## src/rtl/mem_stage.sv

```systemverilog
// mem_stage: rv32 memory-access stage. Registers one EX->M bundle, runs the req/gnt/rvalid
// data bus, and retires to write-back. Define MEM_MISALIGN_TRAP_EN to trap misaligned half/word accesses.
module mem_stage #(
  parameter int XLEN = 32
) (
  input  logic            clk,
  input  logic            rst,
  input  logic            in_valid,
  input  logic [XLEN-1:0] in_aluresult,
  input  logic [XLEN-1:0] in_rbdata,
  input  logic [1:0]      in_mem_opt,
  input  logic            in_mem_signed,
  input  logic            in_mem_load,
  input  logic            in_mem_wr,
  input  logic            in_reg_wr,
  input  logic [4:0]      in_reg_wnum,
  output logic            m_stall,
  output logic            dmem_req,
  output logic            dmem_we,
  output logic [XLEN-1:0] dmem_addr,
  output logic [XLEN-1:0] dmem_wdata,
  output logic [3:0]      dmem_be,
  input  logic            dmem_gnt,
  input  logic            dmem_rvalid,
  input  logic [XLEN-1:0] dmem_rdata,
  output logic            wb_valid,
  output logic            wb_reg_wr,
  output logic [4:0]      wb_reg_wnum,
  output logic [XLEN-1:0] wb_data,
  output logic            fwd_reg_wr,
  output logic [4:0]      fwd_reg_wnum,
  output logic [XLEN-1:0] fwd_data
`ifdef MEM_MISALIGN_TRAP_EN
  ,
  output logic            misalign_trap
`endif
);

  typedef enum logic [1:0] {IDLE, REQ, RESP} state_t;

  state_t          state;
  logic [XLEN-1:0] addr_q;
  logic [1:0]      opt_q;
  logic            signed_q;
  logic            load_q;
  logic            reg_wr_q;
  logic [4:0]      wnum_q;

  logic [XLEN-1:0] store_wdata;
  logic [3:0]      store_be;
  logic [4:0]      load_shift;
  logic [XLEN-1:0] rdata_shifted;
  logic [XLEN-1:0] load_data;
  logic            is_mem;

  assign m_stall = (state != IDLE);
  assign is_mem  = in_mem_load | in_mem_wr;

`ifdef MEM_MISALIGN_TRAP_EN
  logic misaligned;
  assign misaligned = (in_mem_opt == 2'b01) ? in_aluresult[0]
                    : (in_mem_opt != 2'b00) && (in_aluresult[1:0] != 2'b00);
`endif

  // Store lanes: replicate the datum so the byte enables alone pick the lane.
  always_comb begin
    store_wdata = in_rbdata;
    store_be    = 4'b1111;
    case (in_mem_opt)
      2'b00: begin
        store_wdata = {4{in_rbdata[7:0]}};
        store_be    = 4'b0001 << in_aluresult[1:0];
      end
      2'b01: begin
        store_wdata = {2{in_rbdata[15:0]}};
        store_be    = in_aluresult[1] ? 4'b1100 : 4'b0011;
      end
      default: ;
    endcase
  end

  // Halves only honour addr[1] and words ignore the low bits, matching the byte enables.
  always_comb begin
    load_shift = 5'd0;
    case (opt_q)
      2'b00:   load_shift = {addr_q[1:0], 3'b000};
      2'b01:   load_shift = {addr_q[1], 4'b0000};
      default: load_shift = 5'd0;
    endcase
    rdata_shifted = dmem_rdata >> load_shift;
    case (opt_q)
      2'b00:   load_data = signed_q ? {{24{rdata_shifted[7]}}, rdata_shifted[7:0]}
                                    : {24'b0, rdata_shifted[7:0]};
      2'b01:   load_data = signed_q ? {{16{rdata_shifted[15]}}, rdata_shifted[15:0]}
                                    : {16'b0, rdata_shifted[15:0]};
      default: load_data = rdata_shifted;
    endcase
  end

  always_ff @(posedge clk) begin
    if (rst) begin
      state        <= IDLE;
      addr_q       <= '0;
      opt_q        <= 2'b00;
      signed_q     <= 1'b0;
      load_q       <= 1'b0;
      reg_wr_q     <= 1'b0;
      wnum_q       <= 5'd0;
      dmem_req     <= 1'b0;
      dmem_we      <= 1'b0;
      dmem_addr    <= '0;
      dmem_wdata   <= '0;
      dmem_be      <= 4'b0000;
      wb_valid     <= 1'b0;
      wb_reg_wr    <= 1'b0;
      wb_reg_wnum  <= 5'd0;
      wb_data      <= '0;
      fwd_reg_wr   <= 1'b0;
      fwd_reg_wnum <= 5'd0;
      fwd_data     <= '0;
`ifdef MEM_MISALIGN_TRAP_EN
      misalign_trap <= 1'b0;
`endif
    end else begin
      wb_valid <= 1'b0;
`ifdef MEM_MISALIGN_TRAP_EN
      misalign_trap <= 1'b0;
`endif
      case (state)
        IDLE: begin
          if (in_valid) begin
            addr_q       <= in_aluresult;
            opt_q        <= in_mem_opt;
            signed_q     <= in_mem_signed;
            load_q       <= in_mem_load;
            reg_wr_q     <= in_reg_wr;
            wnum_q       <= in_reg_wnum;
            fwd_reg_wnum <= in_reg_wnum;
            fwd_data     <= in_aluresult;
            if (!is_mem) begin
              wb_valid    <= 1'b1;
              wb_reg_wr   <= in_reg_wr;
              wb_reg_wnum <= in_reg_wnum;
              wb_data     <= in_aluresult;
              fwd_reg_wr  <= in_reg_wr;
            end
`ifdef MEM_MISALIGN_TRAP_EN
            else if (misaligned) begin
              wb_valid      <= 1'b1;
              wb_reg_wr     <= 1'b0;
              wb_reg_wnum   <= in_reg_wnum;
              wb_data       <= in_aluresult;
              fwd_reg_wr    <= 1'b0;
              misalign_trap <= 1'b1;
            end
`endif
            else begin
              state      <= REQ;
              dmem_req   <= 1'b1;
              dmem_we    <= in_mem_wr;
              dmem_addr  <= {in_aluresult[XLEN-1:2], 2'b00};
              dmem_wdata <= store_wdata;
              dmem_be    <= in_mem_wr ? store_be : 4'b1111;
              fwd_reg_wr <= in_reg_wr & ~in_mem_load;
            end
          end
        end
        REQ: begin
          if (dmem_gnt) begin
            dmem_req <= 1'b0;
            if (load_q) begin
              state <= RESP;
            end else begin
              state       <= IDLE;
              wb_valid    <= 1'b1;
              wb_reg_wr   <= reg_wr_q;
              wb_reg_wnum <= wnum_q;
              wb_data     <= addr_q;
            end
          end
        end
        RESP: begin
          if (dmem_rvalid) begin
            state       <= IDLE;
            wb_valid    <= 1'b1;
            wb_reg_wr   <= reg_wr_q;
            wb_reg_wnum <= wnum_q;
            wb_data     <= load_data;
            fwd_reg_wr  <= reg_wr_q;
            fwd_data    <= load_data;
          end
        end
        default: state <= IDLE;
      endcase
    end
  end

endmodule

```

## config.mk

```make
export PLATFORM = sky130hd
export DESIGN_NAME = mem_stage
export DESIGN_NICKNAME = d
export VERILOG_FILES = /design/src/rtl/mem_stage.sv
export SDC_FILE = /design/constraint.sdc
export NUM_CORES = 1
export LEC_CHECK = 0
export ABC_AREA = 1
export ABC_CLOCK_PERIOD_IN_PS = 4500
export CORE_AREA = 2 2 158 160
export CTS_CLUSTER_SIZE = 24
export DETAILED_ROUTE_END_ITERATION = 10
export DIE_AREA = 0 0 160 162
export GPL_TIMING_DRIVEN = 0
export SKIP_CTS_REPAIR_TIMING = 1
export SYNTH_ARGS = -nofsm -noshare
export SYNTH_HDL_FRONTEND = slang
export SYNTH_SLANG_ARGS = --single-unit
```

## constraint.sdc

```tcl
create_clock -name clk -period 4.5 [get_ports clk]
set_input_delay 0.675 -clock clk [delete_from_list [all_inputs] [get_ports clk]]
set_output_delay 0.675 -clock clk [all_outputs]
set_load 0.05 [all_outputs]
```

[After elaboration in Yosys (flattened, before gate mapping)]
Cells that the tools add are included.
Storage, ports and cells
  output and inout port bits: 148
  input bits: 112
  logic and storage cells: 93
  register bits after elaboration: 184
Cells by class
  bitwise gates (word level): 3
  shift operators: 2
  equality and inequality tests: 10
  reductions and logical operators: 13
  mux-type cells: 47
Operators by type and width (count)
  $mux W32: 8
  $pmux W32 S2: 3
  $pmux W32 S3: 1
  $shr A32 B5 Y32: 1
  $mux W5: 5
  $mux W1: 15
  $pmux W5 S3: 1
  $ne A2 B2 Y1 const B: 6
  $mux W2: 5
  $pmux W5 S2: 1
  $mux W4: 2
  $pmux W4 S2: 1
  $reduce_and A4 Y1: 2
  $eq A2 B1 Y1 const B: 3
  $logic_not A2 Y1: 3
  $pmux W1 S3: 2
  $pmux W2 S3: 1
  $reduce_and A3 Y1: 2
  $reduce_and A6 Y1: 1
  $reduce_bool A2 Y1: 3
  $pmux W1 S2: 2
  $shl A1 B2 Y4 const A: 1
  $reduce_bool A3 Y1: 1
  $eq A2 B2 Y1 const B: 1
  other kinds (4): 4

[Logic depth before layout (Yosys ltp)]
  word-level depth: 7
  mapped depth: 13

[Worst setup path before layout]
OpenSTA, ideal clock, no wires.
  path type: reg-to-reg
  start point: register state[0]
  end point: register wb_data[0]
  cell stages (with the launch flop): 11
  clock period less this slack: 1.870 ns
  slack: 2.630 ns
  library setup time: 0.121 ns
  path buffers: 2
  arrival: 1.749 ns
  path through: dfxtp_1 -> inv_1 -> ha_1 -> inv_2 -> o21ai_2 -> nor2_2 -> inv_2 -> nor3_4 -> buf_4 -> buf_2 -> a21oi_1
Between the ends
  longest elaborated chain between the ends: 3
  elaborated cells on any way between the ends: 11
Ends and longest elaborated chain
  start, declared: RTL line 41  | state_t state;
  start signal, assigned: RTL line 102  | state <= IDLE;
  start signal, assigned: RTL line 158  | state <= REQ;
  start signal, assigned: RTL line 172  | state <= RESP;
  $eq A2 B1 Y1 (tied with other cells): RTL line 129  | case (state)
  $ne A2 B2 Y1 (no line) / $reduce_bool A3 Y1 (equally long branches)
  $reduce_and A6 Y1 (no line)
  end signal, assigned: RTL line 144  | wb_data <= in_aluresult;
  end signal, assigned: RTL line 178  | wb_data <= addr_q;
  end signal, assigned: RTL line 188  | wb_data <= load_data;
  end, declared: RTL line 29  | output logic [XLEN-1:0] wb_data,
Parallel ways exist; a longest one is shown, timed or not.
A chain may end at the register's enable or synchronous reset.

[Worst setup path after layout]
  start point: register state[0]
  end point: output m_stall
Between the ends
  longest elaborated chain between the ends: 1
Ends and longest elaborated chain
  $reduce_bool A2 Y1: RTL line 56  | assign m_stall = (state != IDLE);
  end, declared: RTL line 17  | output logic m_stall,
No other way between the ends.

==> metrics.md <==
| Metric | Value |
|---|---|
| CP Launch Type | flip-flop |
| Worst-skew pair later-pin latency | between 0.4 and 0.5 ns |
| Register area share after synthesis | around 44% |
| Yosys top cell by area | dfxtp_1 |
| Post-Syn Area | around 8300 um^2 |
| Dpl hpwl | roughly 25,000 um |
| CTS Buffer Depth | 2 |
| Worst Path Arrival | approximately 2.2 ns |
| Ratio of cells with drive above 1 in the final layout | between 8 and 9% |
| GRT Total Usage | 24.7% |
| Average size of a mapped cell | about 7.4 um^2 |
| Fraction of power spent switching nets | between 50% and 60% |
| Hold slack | 0.458 ns |
| FMAX | around 350 MHz |
| Post-route DRC | 0 |
| Final setup fails | 0 |
| Pin count of the biggest net entering global routing | 20 |
| Sw power | 4.63 mW |
| MaxCap Viol Count | 0 |
| Gp weighted congestion | ~0.86 |
| DRC violation total after the first TritonRoute iteration | 670 |
| Via count | approximately 8,800 |
| R2R Setup Slk | around 2.2 ns |
| Clock root cell | clkbuf_16 |
| Post-Route WL | between 30,000 and 40,000 um |
| Minimum clock period | roughly 2.8 ns |
| Distinct cells, synth | 38 |
| Logic pwr share | a little under three fifths |
| Die area | 25,900 um^2 |
| Vias in the first global route | approximately 8,400 |
| Die width | between 150 and 200 um |
| Synth cell count leaders | nand2_1, dfxtp_1, a21oi_1 |
| Cells after synthesis | 1,133 |
| Worst VDD drop | roughly 0.44 mV |
| Min-delay src | addr_q[5] |
| Crit. End Element | primary output |
| Power per cell area | about 770 nW/um^2 |
| Worst R2R Start | state[0] |
| Top-count cell post-synth | nand2_1 |
| YS warnings | 0 |
| Leak | 4.88 nW |
| CTS clk-pin slew, worst paths | 0.07 ns |
| Tightest Pin Transition | approximately 0.68 ns |
| IO Pins | between 200 and 300 |
| Slew Limit Fails | 0 |
| RSZ-0062 raised after global routing | false |
| Setup Skew | 0.0179 ns |
| Synth-to-Final Area Change | 43.4% |
| NumNets Final | 1,525 |
| Share of power burned in the clock network | 17.4% |
| Row count | 57 |
| Power Internal | 4.62 mW |
| Hold WC Path Type | flip-flop to flip-flop |
| Main synth FF type | dfxtp_1 |
| Total Power | ~9.2 mW |
| CORE AREA | around 24,000 um^2 |
| Sinks on Clock Net | approximately 180 |
| Synthesized flop and latch total | 184 |
| Effective utilization at floorplan | 34.6% |
| Post-route ant nets | 0 |
| Critical-path maximum fanout | 5 |
| Initial antenna violation count | 3 |
| Yosys top cell area share | approximately 44% |
| Final-report hold violation count | 0 |
| CTS tree | done |
| CP Launch Point | state[0] |
| Status | finished clean |
| First-pass GRT wire length | ~50,000 um |
| Sequential Power Share | between 20% and 30% |
| Input/output buffers | between 200 and 300 |
| TritonCTS Buffers | 17 |
| Critical Path RT | between 3 and 4 ns |
| DRT Pass-1 Iters | 5 |
| Critical path type | flip-flop to primary output |
| Via-to-Cell Ratio | around 5.1 |
| Setup TNS | 0 ns |
| Rel. slew slack | between 50% and 60% |
| Final period util | 62.7% |
| Overflow left after global routing | 0 |
| Post-synth EDFFs | 0 |
| Wirelength per Cell | 18.7 um |
| CTS H-tree lvls | 4 |
| Async SR Flop Fraction | 0% |
| Area contributors post-synth | dfxtp_1, a21oi_1, nand2_1 |
| Die Y | ~160 um |
## routing by layer
metal	share of wire (%)	vias to the layer above	global-route usage [%]
li1	-	4407	-
met2	46	303	39.5
met5	0.040	-	0
met3	7.1	50	6.51
met1	45	4085	32.7
met4	2.3	2	7.82
## worst max-delay path, cell delays in order (launching register included)
cell             delay (ns)
dfxtp_1                0.38
inv_1                  0.08
ha_1                   0.25
inv_2                  0.13
clkdlybuf4s50_1        0.87
## cells by family (layout without fill, tap and decap cells)
| family | after synthesis | count (layout) | synth area share [%] |
|---|---|---|---|
| adders and majority gates | 4 | 4 | 0.601 |
| AOI/OAI and AO/OA | 421 | 421 | 27.0 |
| DFF | 184 | 184 | 44.2 |
| buffers and inverters | 144 | 432 | 7.93 |
| other | 1 | 4 | 0.0450 |
| and+or+nand+nor | 379 | 379 | 20.2 |
## stage by stage
step | worst slack, ns | util, % | area, um^2 | std cells
2_1_floorplan | 2.63 | - | 8330 | 1134
3_3_place_gp | 1.72 | 46.9 | 11300 | 1714
3_5_place_dp | 1.68 | 46.9 | 11300 | 1714
4_1_cts | 1.69 | 49.5 | 11900 | 1746
5_1_grt | 1.60 | 49.5 | 11900 | 1747
6_report | 1.68 | 49.5 | 11900 | 1748
## final timing paths
check,cells past startpoint,to
min,2,addr_q[5]
max,4,m_stall
max reg2reg,8,fwd_data[27]
min reg2reg,2,addr_q[5]
## power by group through the flow
stage / clock network, mW / registers, mW / logic, mW
after floorplan: 0 / 3.92 / 1.93
after global placement: 0 / 2.50 / 5.11
after detailed placement: 0 / 2.49 / 5.13
after CTS: 1.63 / 2.47 / 5.15
after global routing: 1.69 / 2.53 / 5.55
final: 1.61 / 2.47 / 5.17
## cell type report
type,instances,area [um^2]
diodes,2,5.00
plain buffers,87,442
clock buffers,17,425
clock inverters,15,210
fillers,2430,12200
inverters,57,219
multi-input cells,806,3990
flip-flops and latches,184,3680
well taps,324,405
repair buffers,256,2560
## cell usage in the layout, fill, tap and decap left out, types with 16 or more instances in the layout
| cell | count |
|---|---|
| inv_1 | 45 |
| a31oi_1 | 31 |
| a21oi_1 | 166 |
| dfxtp_1 | 184 |
| nand3_2 | 16 |
| nand2_1 | 219 |
| nand3_1 | 30 |
| clkdlybuf4s50_1 | 256 |
| a211oi_1 | 19 |
| clkbuf_16 | 17 |
| clkbuf_1 | 49 |
| o21ai_1 | 27 |
| o21ai_0 | 159 |
| nor2_1 | 87 |
| buf_2 | 20 |
## registers in the layout, summed over array words and instances (netlist names)
name	flops
addr_q	32
dmem_addr	30
dmem_be	4
dmem_req	1
dmem_wdata	32
dmem_we	1
fwd_data	32
fwd_reg_wr	1
load_q	1
opt_q	2
reg_wr_q	1
signed_q	1
state	2
wb_data	32
wb_reg_wnum	5
wb_reg_wr	1
wb_valid	1
wnum_q	5
No activity file was read; power rests on OpenSTA's default activity.
